<file path="src/rtl/regfile_ctrl_pkg.sv">
// Shared widths, the writeback request record and a small decode helper
// for the register-file write-port arbiter.
package regfile_ctrl_pkg;

  localparam int REG_ADDR_W = 5;
  localparam int NUM_REGS   = 32;
  localparam int XLEN       = 32;
  localparam int WB_REQ_W   = REG_ADDR_W + XLEN;

  // One pending writeback: destination register plus result data.
  typedef struct packed {
    logic [REG_ADDR_W-1:0] rd;
    logic [XLEN-1:0]       data;
  } wb_req_t;

  // One-hot mask selecting register 'a' in a NUM_REGS-wide bit vector.
  function automatic logic [NUM_REGS-1:0] reg_onehot(input logic [REG_ADDR_W-1:0] a);
    logic [NUM_REGS-1:0] one;
    one = {{(NUM_REGS-1){1'b0}}, 1'b1};
    return one << a;
  endfunction

endpackage

</file>
<file path="src/rtl/wb_fifo.sv">
// Small synchronous FIFO buffering long-latency writebacks.
// Push side: transfer = push_valid & push_ready, push_ready = !full.
// Pop side: 'pop' is a strobe, honoured only when not empty; pop_data is the
// current head and is valid whenever empty is low.
module wb_fifo #(
  parameter int WIDTH = 37,
  parameter int DEPTH = 2
) (
  input  logic             clk,
  input  logic             rst,
  input  logic             push_valid,
  output logic             push_ready,
  input  logic [WIDTH-1:0] push_data,
  input  logic             pop,
  output logic [WIDTH-1:0] pop_data,
  output logic             empty
);

  localparam int PTR_W = $clog2(DEPTH);
  localparam int CNT_W = PTR_W + 1;

  logic [WIDTH-1:0] mem_q [DEPTH];
  logic [PTR_W-1:0] wr_ptr_q, wr_ptr_d;
  logic [PTR_W-1:0] rd_ptr_q, rd_ptr_d;
  logic [CNT_W-1:0] count_q, count_d;
  logic             full;
  logic             do_push;
  logic             do_pop;

  assign full       = (count_q == CNT_W'(DEPTH));
  assign empty      = (count_q == '0);
  assign push_ready = !full;
  assign do_push    = push_valid && push_ready;
  assign do_pop     = pop && !empty;
  assign pop_data   = mem_q[rd_ptr_q];

  // Next pointers and occupancy; pointers wrap naturally since DEPTH is a power of 2.
  always_comb begin
    wr_ptr_d = wr_ptr_q;
    rd_ptr_d = rd_ptr_q;
    count_d  = count_q;
    if (do_push) wr_ptr_d = wr_ptr_q + PTR_W'(1);
    if (do_pop)  rd_ptr_d = rd_ptr_q + PTR_W'(1);
    case ({do_push, do_pop})
      2'b10:   count_d = count_q + CNT_W'(1);
      2'b01:   count_d = count_q - CNT_W'(1);
      default: count_d = count_q;
    endcase
  end

  // Pointer and occupancy registers; reset empties the FIFO.
  always_ff @(posedge clk or posedge rst) begin
    if (rst) begin
      wr_ptr_q <= '0;
      rd_ptr_q <= '0;
      count_q  <= '0;
    end else begin
      wr_ptr_q <= wr_ptr_d;
      rd_ptr_q <= rd_ptr_d;
      count_q  <= count_d;
    end
  end

  // Storage; contents are don't-care until written, so no reset.
  always_ff @(posedge clk) begin
    if (do_push) mem_q[wr_ptr_q] <= push_data;
  end

endmodule

</file>
<file path="src/rtl/regfile_wb_arbiter.sv">
// Owner of the register file's single write port. The WB stage always wins;
// long-latency results wait in wb_fifo and drain on free cycles. A pending
// write scoreboard feeds decode hazard detection, and a starvation counter
// asks the pipeline to back off when the FIFO has been blocked too long.
module regfile_wb_arbiter
  import regfile_ctrl_pkg::*;
#(
  parameter int LU_FIFO_DEPTH = 2,
  parameter int STARVE_LIMIT  = 4
) (
  input  logic                  clk,
  input  logic                  rst,
  input  logic                  pipe_we,
  input  logic [REG_ADDR_W-1:0] pipe_rd,
  input  logic [XLEN-1:0]       pipe_data,
  input  logic                  lu_valid,
  output logic                  lu_ready,
  input  logic [REG_ADDR_W-1:0] lu_rd,
  input  logic [XLEN-1:0]       lu_data,
  input  logic                  issue_valid,
  input  logic [REG_ADDR_W-1:0] issue_rd,
  input  logic [REG_ADDR_W-1:0] rs1_addr,
  input  logic [REG_ADDR_W-1:0] rs2_addr,
  output logic                  hazard,
  output logic [NUM_REGS-1:0]   busy_mask,
  output logic                  starve_stall,
  output logic                  err_waw,
  output logic                  rf_we,
  output logic [REG_ADDR_W-1:0] rf_rd_addr,
  output logic [XLEN-1:0]       rf_rd_data
);

  localparam int SC_W = $clog2(STARVE_LIMIT + 1);

  // Long-latency handshake: transfer = lu_valid & lu_ready. lu_ready is
  // !full, forced low during reset. A transfer to x0 is accepted but never
  // stored, so it costs no FIFO slot and no port cycle.
  wb_req_t               push_req;
  wb_req_t               head_req;
  logic [WB_REQ_W-1:0]   head_bits;
  logic                  fifo_push_valid;
  logic                  fifo_push_ready;
  logic                  fifo_empty;
  logic                  pop;
  logic                  pipe_win;
  logic                  waw_issue;
  logic                  waw_pipe;

  logic                  rf_we_q, rf_we_d;
  logic [REG_ADDR_W-1:0] rf_rd_addr_q, rf_rd_addr_d;
  logic [XLEN-1:0]       rf_rd_data_q, rf_rd_data_d;
  logic [NUM_REGS-1:0]   busy_q, busy_d;
  logic                  err_waw_q, err_waw_d;
  logic [SC_W-1:0]       starve_cnt_q, starve_cnt_d;
  logic                  starve_stall_q, starve_stall_d;

  assign push_req        = {lu_rd, lu_data};
  assign head_req        = head_bits;
  assign fifo_push_valid = lu_valid && (lu_rd != '0) && !rst;
  assign lu_ready        = fifo_push_ready && !rst;

  wb_fifo #(
    .WIDTH (WB_REQ_W),
    .DEPTH (LU_FIFO_DEPTH)
  ) u_lu_fifo (
    .clk        (clk),
    .rst        (rst),
    .push_valid (fifo_push_valid),
    .push_ready (fifo_push_ready),
    .push_data  (push_req),
    .pop        (pop),
    .pop_data   (head_bits),
    .empty      (fifo_empty)
  );

  // Port arbitration: WB stage first, FIFO head on otherwise-free cycles.
  always_comb begin
    pipe_win     = pipe_we && (pipe_rd != '0);
    pop          = !pipe_win && !fifo_empty;
    rf_we_d      = pipe_win || pop;
    rf_rd_addr_d = rf_rd_addr_q;
    rf_rd_data_d = rf_rd_data_q;
    if (pipe_win) begin
      rf_rd_addr_d = pipe_rd;
      rf_rd_data_d = pipe_data;
    end else if (pop) begin
      rf_rd_addr_d = head_req.rd;
      rf_rd_data_d = head_req.data;
    end
  end

  // Scoreboard: clear on FIFO pop, then set on issue so a same-cycle set wins.
  always_comb begin
    busy_d = busy_q;
    if (pop) busy_d = busy_d & ~reg_onehot(head_req.rd);
    if (issue_valid && (issue_rd != '0)) busy_d = busy_d | reg_onehot(issue_rd);
    busy_d[0] = 1'b0;
    waw_issue = issue_valid && (issue_rd != '0) && busy_q[issue_rd];
    waw_pipe  = pipe_we && (pipe_rd != '0) && busy_q[pipe_rd];
    err_waw_d = err_waw_q || waw_issue || waw_pipe;
  end

  // Starvation: count cycles where the FIFO holds data but pipe takes the
  // port. The stall flag reflects the updated count, so it rises right
  // after the STARVE_LIMIT-th blocked cycle.
  always_comb begin
    starve_cnt_d = '0;
    if (!fifo_empty && pipe_win) begin
      if (starve_cnt_q == SC_W'(STARVE_LIMIT)) starve_cnt_d = starve_cnt_q;
      else                                     starve_cnt_d = starve_cnt_q + SC_W'(1);
    end
    starve_stall_d = (starve_cnt_d == SC_W'(STARVE_LIMIT));
  end

  // All control state; asynchronous reset returns everything to idle.
  always_ff @(posedge clk or posedge rst) begin
    if (rst) begin
      rf_we_q        <= 1'b0;
      rf_rd_addr_q   <= '0;
      rf_rd_data_q   <= '0;
      busy_q         <= '0;
      err_waw_q      <= 1'b0;
      starve_cnt_q   <= '0;
      starve_stall_q <= 1'b0;
    end else begin
      rf_we_q        <= rf_we_d;
      rf_rd_addr_q   <= rf_rd_addr_d;
      rf_rd_data_q   <= rf_rd_data_d;
      busy_q         <= busy_d;
      err_waw_q      <= err_waw_d;
      starve_cnt_q   <= starve_cnt_d;
      starve_stall_q <= starve_stall_d;
    end
  end

  assign rf_we        = rf_we_q;
  assign rf_rd_addr   = rf_rd_addr_q;
  assign rf_rd_data   = rf_rd_data_q;
  assign busy_mask    = busy_q;
  assign err_waw      = err_waw_q;
  assign starve_stall = starve_stall_q;
  assign hazard       = busy_q[rs1_addr] | busy_q[rs2_addr];

endmodule
</file>
<file path="config.mk">
export PLATFORM = sky130hd
export DESIGN_NAME = regfile_wb_arbiter
export DESIGN_NICKNAME = d
export VERILOG_FILES = /design/src/rtl/regfile_ctrl_pkg.sv /design/src/rtl/wb_fifo.sv /design/src/rtl/regfile_wb_arbiter.sv
export SDC_FILE = /design/constraint.sdc
export NUM_CORES = 1
export LEC_CHECK = 0
export CORE_ASPECT_RATIO = 1.4
export CORE_MARGIN = 2
export CORE_UTILIZATION = 51
export CTS_CLUSTER_SIZE = 25
export DETAILED_ROUTE_END_ITERATION = 10
export PLACE_DENSITY_LB_ADDON = 0.08
export SLEW_MARGIN = 20
export SYNTH_ARGS = -nofsm -noshare
export SYNTH_HDL_FRONTEND = slang
export SYNTH_HIERARCHICAL = 1
export SYNTH_SLANG_ARGS = --single-unit
</file>
<file path="constraint.sdc">
create_clock -name clk -period 3.9 [get_ports clk]
set_clock_uncertainty 0.1 [all_clocks]
set_input_delay 0.975 -clock clk [delete_from_list [all_inputs] [get_ports clk]]
set_output_delay 0.975 -clock clk [all_outputs]
set_load 0.02 [all_outputs]
</file>
======== Word-level counts from Yosys, hierarchy flattened ========
Memory sizes are Yosys's and may differ from the RTL's.
Index checks and enable logic that the tools add are counted.
storage, ports and cells
  register bits ........................... 78
  logic and storage cells ................. 74
  input bits .............................. 94
  bits in writable memories ............... 74
  memories ................................ 1
memories
  memory           depth  bits a word  read ports  clocked after Yosys merged registers in  write ports  RTL line       source
  u_lu_fifo.mem_q  2      37           1           0                                        1            wb_fifo.sv:22  logic [WIDTH-1:0] mem_q [DEPTH];
operators by class
  bitwise operators ....................... 4
  $add $sub $neg .......................... 5
  reduce and logical (&&, ||, !) cells .... 24
  shifts and indexed selects .............. 2
  muxes and demuxes ....................... 19
  equal/unequal tests ..................... 5
  magnitude comparators ................... 4
operators with widths
  operator                                                    count
  two-way mux 32 bit                                          4
  << shifter 1 x 5 -> 32 bit, first input constant            2
  bitwise AND 32 bit                                          1
  NOT 32 bit                                                  1
  OR 32 bit                                                   1
  less-than comparator 5 x 6 -> 1 bit, second input constant  4
  binary-select mux 1 bit (select 5 bit)                      4
  nonzero test 5 bit                                          3
  logical AND 1 bit                                           11
  two-way mux 5 bit                                           2
  == test 3 bit, second input constant                        2
  two-way mux 1 bit                                           6
  two-way mux 3 bit                                           2
  == test 2 bit, second input constant                        2
  zero test 1 bit                                             4
  case mux 2 bit (2 select lines)                             1
  nonzero test 2 bit                                          2
  adder 3 x 1 -> 3 bit, second input constant                 1
  logical OR 1 bit                                            3
  adder 1 bit, second input constant                          2
  adder 2 x 1 -> 2 bit, second input constant                 1
  == test 2 x 1 -> 1 bit, second input constant               1
  zero test 2 bit                                             1
  subtractor 2 x 1 -> 2 bit, second input constant            1
  OR 1 bit                                                    1

======== Longest topological paths before layout ========
Gate-level depths: netlist of run 1.
  word-level depth ........................ 7
  gate-level depth with buffers ........... 11
  mapped depth without buffers ............ 8

======== Cells and area by module ========
The synthesis of run 1 kept the hierarchy.
modules (own cells, without submodules)
  module              instances  cells each  area an instance (um^2)
  regfile_wb_arbiter  1          407         4,385.5
  wb_fifo             1          133         2,949.1

======== Worst setup path after synthesis of run 1 ========
Ideal clock, no wire load.
  path kind ............................... input to register
  start point ............................. input port rst
  end point ............................... memory u_lu_fifo.mem_q[0][0], enable pin
  setup time .............................. 0.431 ns
  arrival time ............................ 4.586 ns
  setup slack ............................. -1.217 ns
  cell stages on the path ................. 4
  path through ............................ inv_1 > o311a_1 > nand2_1 > nor2_1
on the way
  cells in the longest elaborated chain, start to end .. 5
ends and longest elaborated chain
  element                                  RTL line                  source
  from (decl)                              regfile_wb_arbiter.sv:12  input logic rst,
  zero test 1 bit (no line)                --
  logical AND 1 bit                        regfile_wb_arbiter.sv:59  assign fifo_push_valid = lu_valid && (lu_rd != '0) && !rst;
  named net fifo_push_valid                regfile_wb_arbiter.sv:41  logic fifo_push_valid;
  logical AND 1 bit                        wb_fifo.sv:33             assign do_push = push_valid && push_ready;
  two-way mux 1 bit                        wb_fifo.sv:66             if (do_push) mem_q[wr_ptr_q] <= push_data;
  two-way mux 1 bit (not written as such)  wb_fifo.sv:66
  to (decl)                                wb_fifo.sv:22
The timed path passes the listed nets, and every way through them passes these cells.

======== Worst setup path in the final report of run 1 ========
  start point ............................. input port rs1_addr[0]
  end point ............................... output port hazard
on the way
  cells in the longest elaborated chain, start to end .. 3
ends and longest elaborated chain
  element                                  RTL line                   source
  from (decl)                              regfile_wb_arbiter.sv:22   input logic [REG_ADDR_W-1:0] rs1_addr,
  binary-select mux 1 bit (select 5 bit)   regfile_wb_arbiter.sv:142  assign hazard = busy_q[rs1_addr] | busy_q[rs2_addr];
  two-way mux 1 bit (not written as such)  regfile_wb_arbiter.sv:142
  OR 1 bit                                 regfile_wb_arbiter.sv:142
  to (decl)                                regfile_wb_arbiter.sv:24   output logic hazard,
No other way between the ends. The select of a mux whose other input is x is not followed.

==> results of run 1 <==
-- what timing repair did --
item | in CTS | in global routing
pin swaps | 2 | 0
resized for setup | 10 | 2
setup endpoints to repair | 1 | 1
buffers inserted | 1 | 0
-- metrics by stage --
step / hold slack [ps] / setup slack [ps]
6_report: 408.3 / 72.86
5_1_grt: 444.8 / 36.15
4_1_cts: 417.7 / 21.10
3_5_place_dp: 403.9 / -576.9
3_3_place_gp: 400.8 / -565.0
2_1_floorplan: 364.7 / 234.8
-- per-layer routing --
| layer | wire (um) | share of wire, % | vias to the layer above | track usage (%) |
|---|---|---|---|---|
| li1 | - | - | 2405 | - |
| met3 | 1160 | 5.9 | 54 | 5.643 |
| met2 | 10720 | 54 | 233 | 47.13 |
| met1 | 6940 | 35 | 2615 | 28.75 |
| met4 | 866 | 4.4 | 0 | 13.93 |
| met5 | 0 | 0 | - | 0 |
-- placed cells by master, fill, tap and decap left out, drive strengths merged, types with 3 or more instances in the layout --
master and instances:
nor2b 8, buf 26, inv 13, dfrtp 78, nor2 46, mux2 42
nor3 3, nand2b 5, or2 6, nand3 4, ha 3, edfxtp 74
clkbuf 17, a21oi 41, nor3b 3, nand4bb 4, clkinv 4, nand2 17
xnor2 4, nand4b 4, mux2i 47, o21ai 64, mux4 30, clkdlybuf4s50 161
-- cell type report --
cell class,instances,area [um2]
well taps,185,231.5
inverters,5,22.52
clock inverters,15,153.9
fillers,998,4083
clock buffers,17,425.4
flip-flops and latches,152,4175
multi-input cells,352,2989
repair buffers,191,1894
-- registers in the layout, summed over array words and instances (netlist names), 2 cells and up --
name,cells
rf_rd_data,32
starve_cnt_q,3
busy_mask,31
rf_rd_addr,5
u_lu_fifo/count_q,2
u_lu_fifo/mem_q,74
-- kinds of logic (layout without fill, tap and decap cells) --
group,Yosys count,count (layout),share of synthesized area (%)
muxes,119,119,23.25
adders and majority gates,3,3,0.5118
other,1,1,0.05113
buffers and inverters,36,228,2.729
and+or+nand+nor,109,109,7.591
AOI/OAI and AO/OA,114,114,8.240
xor gates and xnor gates,6,6,0.7165
DFF,152,152,56.91
-- final timing paths --
path,startpoint,to,slack (ps)
worst max-delay path,rs1_addr[0],hazard,70
worst min register to register,err_waw$_DFF_PP0_,err_waw$_DFF_PP0_,410
worst max register to register,busy_mask[26]$_DFF_PP0_,err_waw$_DFF_PP0_,1610
min in group asynchronous,rst,u_lu_fifo/count_q[0]$_DFFE_PP0P_,770
max in group asynchronous,rst,rf_rd_data[2]$_DFFE_PP0P_,2100
worst min-delay path,err_waw$_DFF_PP0_,err_waw$_DFF_PP0_,410
-- power by group through the flow --
stage | Clock [uW] | Sequential, uW | Combinational (uW)
floorplan | 0 | 2730 | 1440
detailed placement | 0 | 2620 | 2740
global placement | 0 | 2620 | 2690
global route | 1700 | 2650 | 2920
finish | 1600 | 2600 | 2740
CTS | 1640 | 2590 | 2760
-- worst max-delay path, cell delays in order --
cell and delay [ps]:
sky130_fd_sc_hd__dlygate4sd2_1 210, sky130_fd_sc_hd__buf_6 140, sky130_fd_sc_hd__mux4_2 500, sky130_fd_sc_hd__mux4_2 500, sky130_fd_sc_hd__a22oi_2 160, sky130_fd_sc_hd__o211ai_1 100, sky130_fd_sc_hd__buf_4 160
==> results.toml, run 1 <==
[status]
outcome = "finished, final reports clean"

[setup_path]
rr_worst_depth = 6
worstSetupStartpointType = "primary input"
timing.critical_path.to_type = "primary output"
worst_ep_arrival_time_ps = 2750
crit_type = "primary input to primary output"
worstPathMaxFanout = 5
worst_ep_required_time_ps = 2820

[power_and_ir_drop]
power.net_switching_uw = 2469
leakagePower_uw = 0.003752
internal_power_uw = 4468
p_clk_share_pct = 23.1
power.switching_fraction_pct = 35.59
combinational_share_of_power_pct = 39.4
max-vdd-ir-drop_v = 0.0003883
power.density_cell_area_mw_per_mm2 = 701.2
share_seq_of_total_power_pct = 37.5
finalPower_uw = 6937

[logic_synthesis]
synth_seq_area_share_pct = 56.91
synth_area_per_cell_um2 = 13.58
synth-seq-cells = 152
synth_cell_types = 46
synthMostInstantiatedCell = "sky130_fd_sc_hd__dfrtp_1"
yosys-top-cells-count = "sky130_fd_sc_hd__dfrtp_1 (78), sky130_fd_sc_hd__edfxtp_1 (74), sky130_fd_sc_hd__o21ai_0 (63)"
synth.net_count = 637
synth.area.top_cells = "sky130_fd_sc_hd__edfxtp_1 (30%), sky130_fd_sc_hd__dfrtp_1 (27%), sky130_fd_sc_hd__mux4_2 (8.3%), sky130_fd_sc_hd__mux2i_1 (6.4%), sky130_fd_sc_hd__o21ai_0 (4.3%)"
yosysTopAreaCellShare_pct = 30.30
postSynth.asyncResetShare_pct = 51.32
yosys.area.top_type = "sky130_fd_sc_hd__edfxtp_1"
syn_inst = 540
synth-edff-count = 74
mappedNetlistArea_mm2 = 0.007335
top_flip_flop_cell_by_instance_count_after_synthesis = "sky130_fd_sc_hd__dfrtp_1"
yosysWarnings = 6

[timing]
fmax_ghz = 0.2613
report.final.setup_viol = 0
timing.setup.tns_ps = 0
max_slew_violation_total_from_the_final_report = 0
finalCritPeriodShare_pct = 98.13
timing_worst_slew_pin_value_ps = 942.7
min_period_ps = 3827
rsz0062_at_grt = "no"
hold_viol_final = 0
relSlewSlack_pct = 37.15

[global_routing]
first_pass_grt_wire_length_mm = 30.46
grt_pass1_vias = 5522
grt_util_all_layers_pct = 26.29
antenna_found_initial = 0
gr-total-overflow = 0
grt_max_degree = 75

[clock_tree]
tritoncts.num_buffers = 17
clock_tree.htree_level_count = 4
tritoncts = "built"
clk_latency_ps = 410
clock_path_buffers = 2
cts.hold.buffers_added = 0
num_clock_sinks = 152
root_buffer_cell = "sky130_fd_sc_hd__clkbuf_16"
clk_pin_slew_worst_paths_ps = 60

[min_path]
number_of_instances_on_the_worst_hold_path = 2
hold_path_class = "register to register"

[drt]
drc = 0
routed_wirelength_mm = 19.69
route.antenna.remaining_nets = 0
wire_per_inst_um = 21.47
routed-via-count = 5307
drt_pass1_iterations = 5
drt-initial-drc-count = 292
viasPerCell = 5.787

[floorplanning]
initial_utilization_pct = 52.48
rows = 51
core_area_mm2 = 0.01397
die-height_um = 145.9
floorplan.die_area_mm2 = 0.01537
ios = 168
die_width_um = 105.4

[layout]
final_core_util_pct = 70.79
final_cell_count_no_fill = 917
post_route_cells_drive_above_1_share_pct = 18.99
final_cell_area_mm2 = 0.009892
layout.nets = 816
n_antenna_cell = 0
area_delta_synth_final_pct = 34.87

[placement]
detailedPlacementHpwl_mm = 14.24
gp_routability_congestion = 0.9169
placedInstanceArea_mm2 = 0.009293
buffer_ports.inserted = 166
place_inst = 884

[job]
max_cap_violations = 0
(Power assumes the default switching activity.)
==> inputs of run 2 (changes only) <==
- PLACE_DENSITY: not set -> 0.78
- PLACE_DENSITY_LB_ADDON: 0.08 -> not set
==> results.toml, run 2 (same netlist as run 1, synthesis figures left out) <==
[drt]
drc = 0
wire_per_inst_um = 21.64
routed_wirelength_mm = 19.80
routed-via-count = 5365
drt_pass1_iterations = 6
route.antenna.remaining_nets = 0
viasPerCell = 5.863
drt-initial-drc-count = 294

[power_and_ir_drop]
power.switching_fraction_pct = 35.78
share_seq_of_total_power_pct = 37.1
combinational_share_of_power_pct = 39.7
power.density_cell_area_mw_per_mm2 = 708.8
finalPower_uw = 6969
internal_power_uw = 4476
leakagePower_uw = 0.003719
p_clk_share_pct = 23.2
power.net_switching_uw = 2493
max-vdd-ir-drop_v = 0.0003919

[timing]
report.final.setup_viol = 0
timing.setup.tns_ps = 0
hold_viol_final = 0
finalCritPeriodShare_pct = 97.81
rsz0062_at_grt = "no"
fmax_ghz = 0.2622
postLayoutSetupSlackWorst_ps = 85.45
relSlewSlack_pct = 33.15
timing_worst_slew_pin_value_ps = 1003
max_slew_violation_total_from_the_final_report = 0
min_period_ps = 3815

[clock_tree]
clk_latency_ps = 410
clock_tree.htree_level_count = 4
cts.hold.buffers_added = 0
tritoncts = "built"
clock_path_buffers = 2
cts.repair_timing.setup_buffer_count = 0
tritoncts.num_buffers = 17
num_clock_sinks = 152
root_buffer_cell = "sky130_fd_sc_hd__clkbuf_16"
clk_pin_slew_worst_paths_ps = 70

[setup_path]
timing.critical_path.slowest_cell_delay_ps = 470
critical_path.endpoint = "hazard"
worstPathMaxFanout = 6
worst_r2r_startpoint = "u_lu_fifo/count_q[0]$_DFFE_PP0P_"
worstSetupStartpointType = "primary input"
timing.critical_path.to_type = "primary output"
timing.critical_path.from = "rs1_addr[2]"
rr_worst_depth = 4
worst_ep_required_time_ps = 2820
crit_type = "primary input to primary output"
timing.critical_path.buf_inv = 4
critical-path-top-cell-by-count = "sky130_fd_sc_hd__buf_4"
cp_slowest_cell = "sky130_fd_sc_hd__clkdlybuf4s50_1"
crit_chain = "clkdlybuf4s50_1, buf_4, buf_4, mux4_2, mux2_2, a21oi_1, o211ai_1, buf_2"
worst_ep_arrival_time_ps = 2740
setup.reg_to_reg.worst_slack_ps = 1600
worstReg2RegEnd = "rf_rd_data[26]$_DFFE_PP0P_"
critical_path_cell_count = 8
family_of_cells_with_the_greatest_summed_delay_on_the_critical_path = "buffers and inverters"

[layout]
max_reg_flops = 74
largest-register = "u_lu_fifo/mem_q"
area_delta_synth_final_pct = 34.05
layout.nets = 814
post_route_cells_drive_above_1_share_pct = 18.77
n_antenna_cell = 0
final_core_util_pct = 70.36
most_used_cells_in_the_layout_excluding_fill_and_tap_cells = "sky130_fd_sc_hd__clkdlybuf4s50_1 (162), sky130_fd_sc_hd__dfrtp_1 (77), sky130_fd_sc_hd__edfxtp_1 (74)"
final_cell_count_no_fill = 915
mostFrequentLayoutCell = "sky130_fd_sc_hd__clkdlybuf4s50_1"

[placement]
detailedPlacementHpwl_mm = 14.12
buffer_ports.inserted = 166
dp_worst_setup_slack_ps = -661.2
place_inst = 883
gp_routability_congestion = 0.9370

[floorplanning]
ios = 168
initial_utilization_pct = 52.48
die_width_um = 105.4
die-height_um = 145.9
core_area_mm2 = 0.01397
rows = 51
floorplan.die_area_mm2 = 0.01537

[global_routing]
gr-total-overflow = 0
antenna_found_initial = 0
grt_util_all_layers_pct = 26.17
first_pass_grt_wire_length_mm = 30.65
grt_pass1_vias = 5705
grt_max_degree = 75

[status]
outcome = "finished, final reports clean"

[job]
max_cap_violations = 0

[min_path]
hold_path_class = "register to register"
[run 2: changes by cell type in the layout (fill, tap and decap cells not counted), sizes merged]
| cell | previous run | this run |
|---|---|---|
| clkdlybuf4s50 | 161 | 162 |
| clkinv | 4 | 0 |
| clkinvlp | 2 | 3 |
| inv | 13 | 15 |
| buf | 26 | 24 |
| dlygate4sd2 | 2 | 1 |
| dlymetal6s2s | 2 | 1 |
| clkbuf | 17 | 19 |
[run 2: worst min path at each step]
stage / startpoint / to / depth (start not counted)
after floorplan: u_lu_fifo/count_q[1]$_DFFE_PP0P_ / u_lu_fifo/count_q[1]$_DFFE_PP0P_ / 1
after global placement: err_waw$_DFF_PP0_ / err_waw$_DFF_PP0_ / 2
after detailed placement: err_waw$_DFF_PP0_ / err_waw$_DFF_PP0_ / 2
after CTS: err_waw$_DFF_PP0_ / err_waw$_DFF_PP0_ / 2
after global routing: err_waw$_DFF_PP0_ / err_waw$_DFF_PP0_ / 2
final: err_waw$_DFF_PP0_ / err_waw$_DFF_PP0_ / 2
[run 2: final cells by class]
type / count / area (um2)
clock inverters: 14 / 151.4
repair buffers: 189 / 1838
multi-input cells: 352 / 2984
flip-flops and latches: 152 / 4175
well taps: 185 / 231.5
fillers: 1017 / 4143
inverters: 5 / 22.52
clock buffers: 18 / 429.2
[run 2: repair_timing]
action / CTS / global route
cloned: 0 / 0
setup endpoints to repair: 1 / 1
resized for setup: 7 / 2
[run 2: metal layers]
| metal | share of wire (%) | vias to the layer above | track usage [%] |
|---|---|---|---|
| met5 | 0 | - | 0 |
| met4 | 4.2 | 0 | 13.40 |
| met3 | 7.1 | 49 | 6.270 |
| met2 | 53 | 271 | 45.87 |
| met1 | 36 | 2653 | 29.40 |
| li1 | - | 2392 | - |
[run 2: worst min-delay path, stage by stage, from the launching register on]
cell and delay, ps:
sky130_fd_sc_hd__dfrtp_1 350, sky130_fd_sc_hd__nor3_1 50, sky130_fd_sc_hd__o311ai_1 60
[run 2: metrics by stage]
step | cell area (um2) | hold WS (ps)
finish | 9832 | 396.7
global route | 9832 | 410.7
CTS | 9834 | 397.0
detailed placement | 9260 | 381.8
global placement | 9260 | 384.5
floorplan | 7341 | 364.7
[run 2: power groups by stage]
stage | clock network (uW) | registers [uW] | logic, uW
2_1_floorplan | 0 | 2730 | 1440
3_3_place_gp | 0 | 2590 | 2700
3_5_place_dp | 0 | 2600 | 2760
4_1_cts | 1640 | 2580 | 2770
5_1_grt | 1710 | 2630 | 2950
6_report | 1620 | 2580 | 2770
==> inputs of run 3 (changes only) <==
- TNS_END_PERCENT: not set -> 10
==> results of run 3 <==
Same layout as run 2: the final DEF is identical, and so are final timing and power.
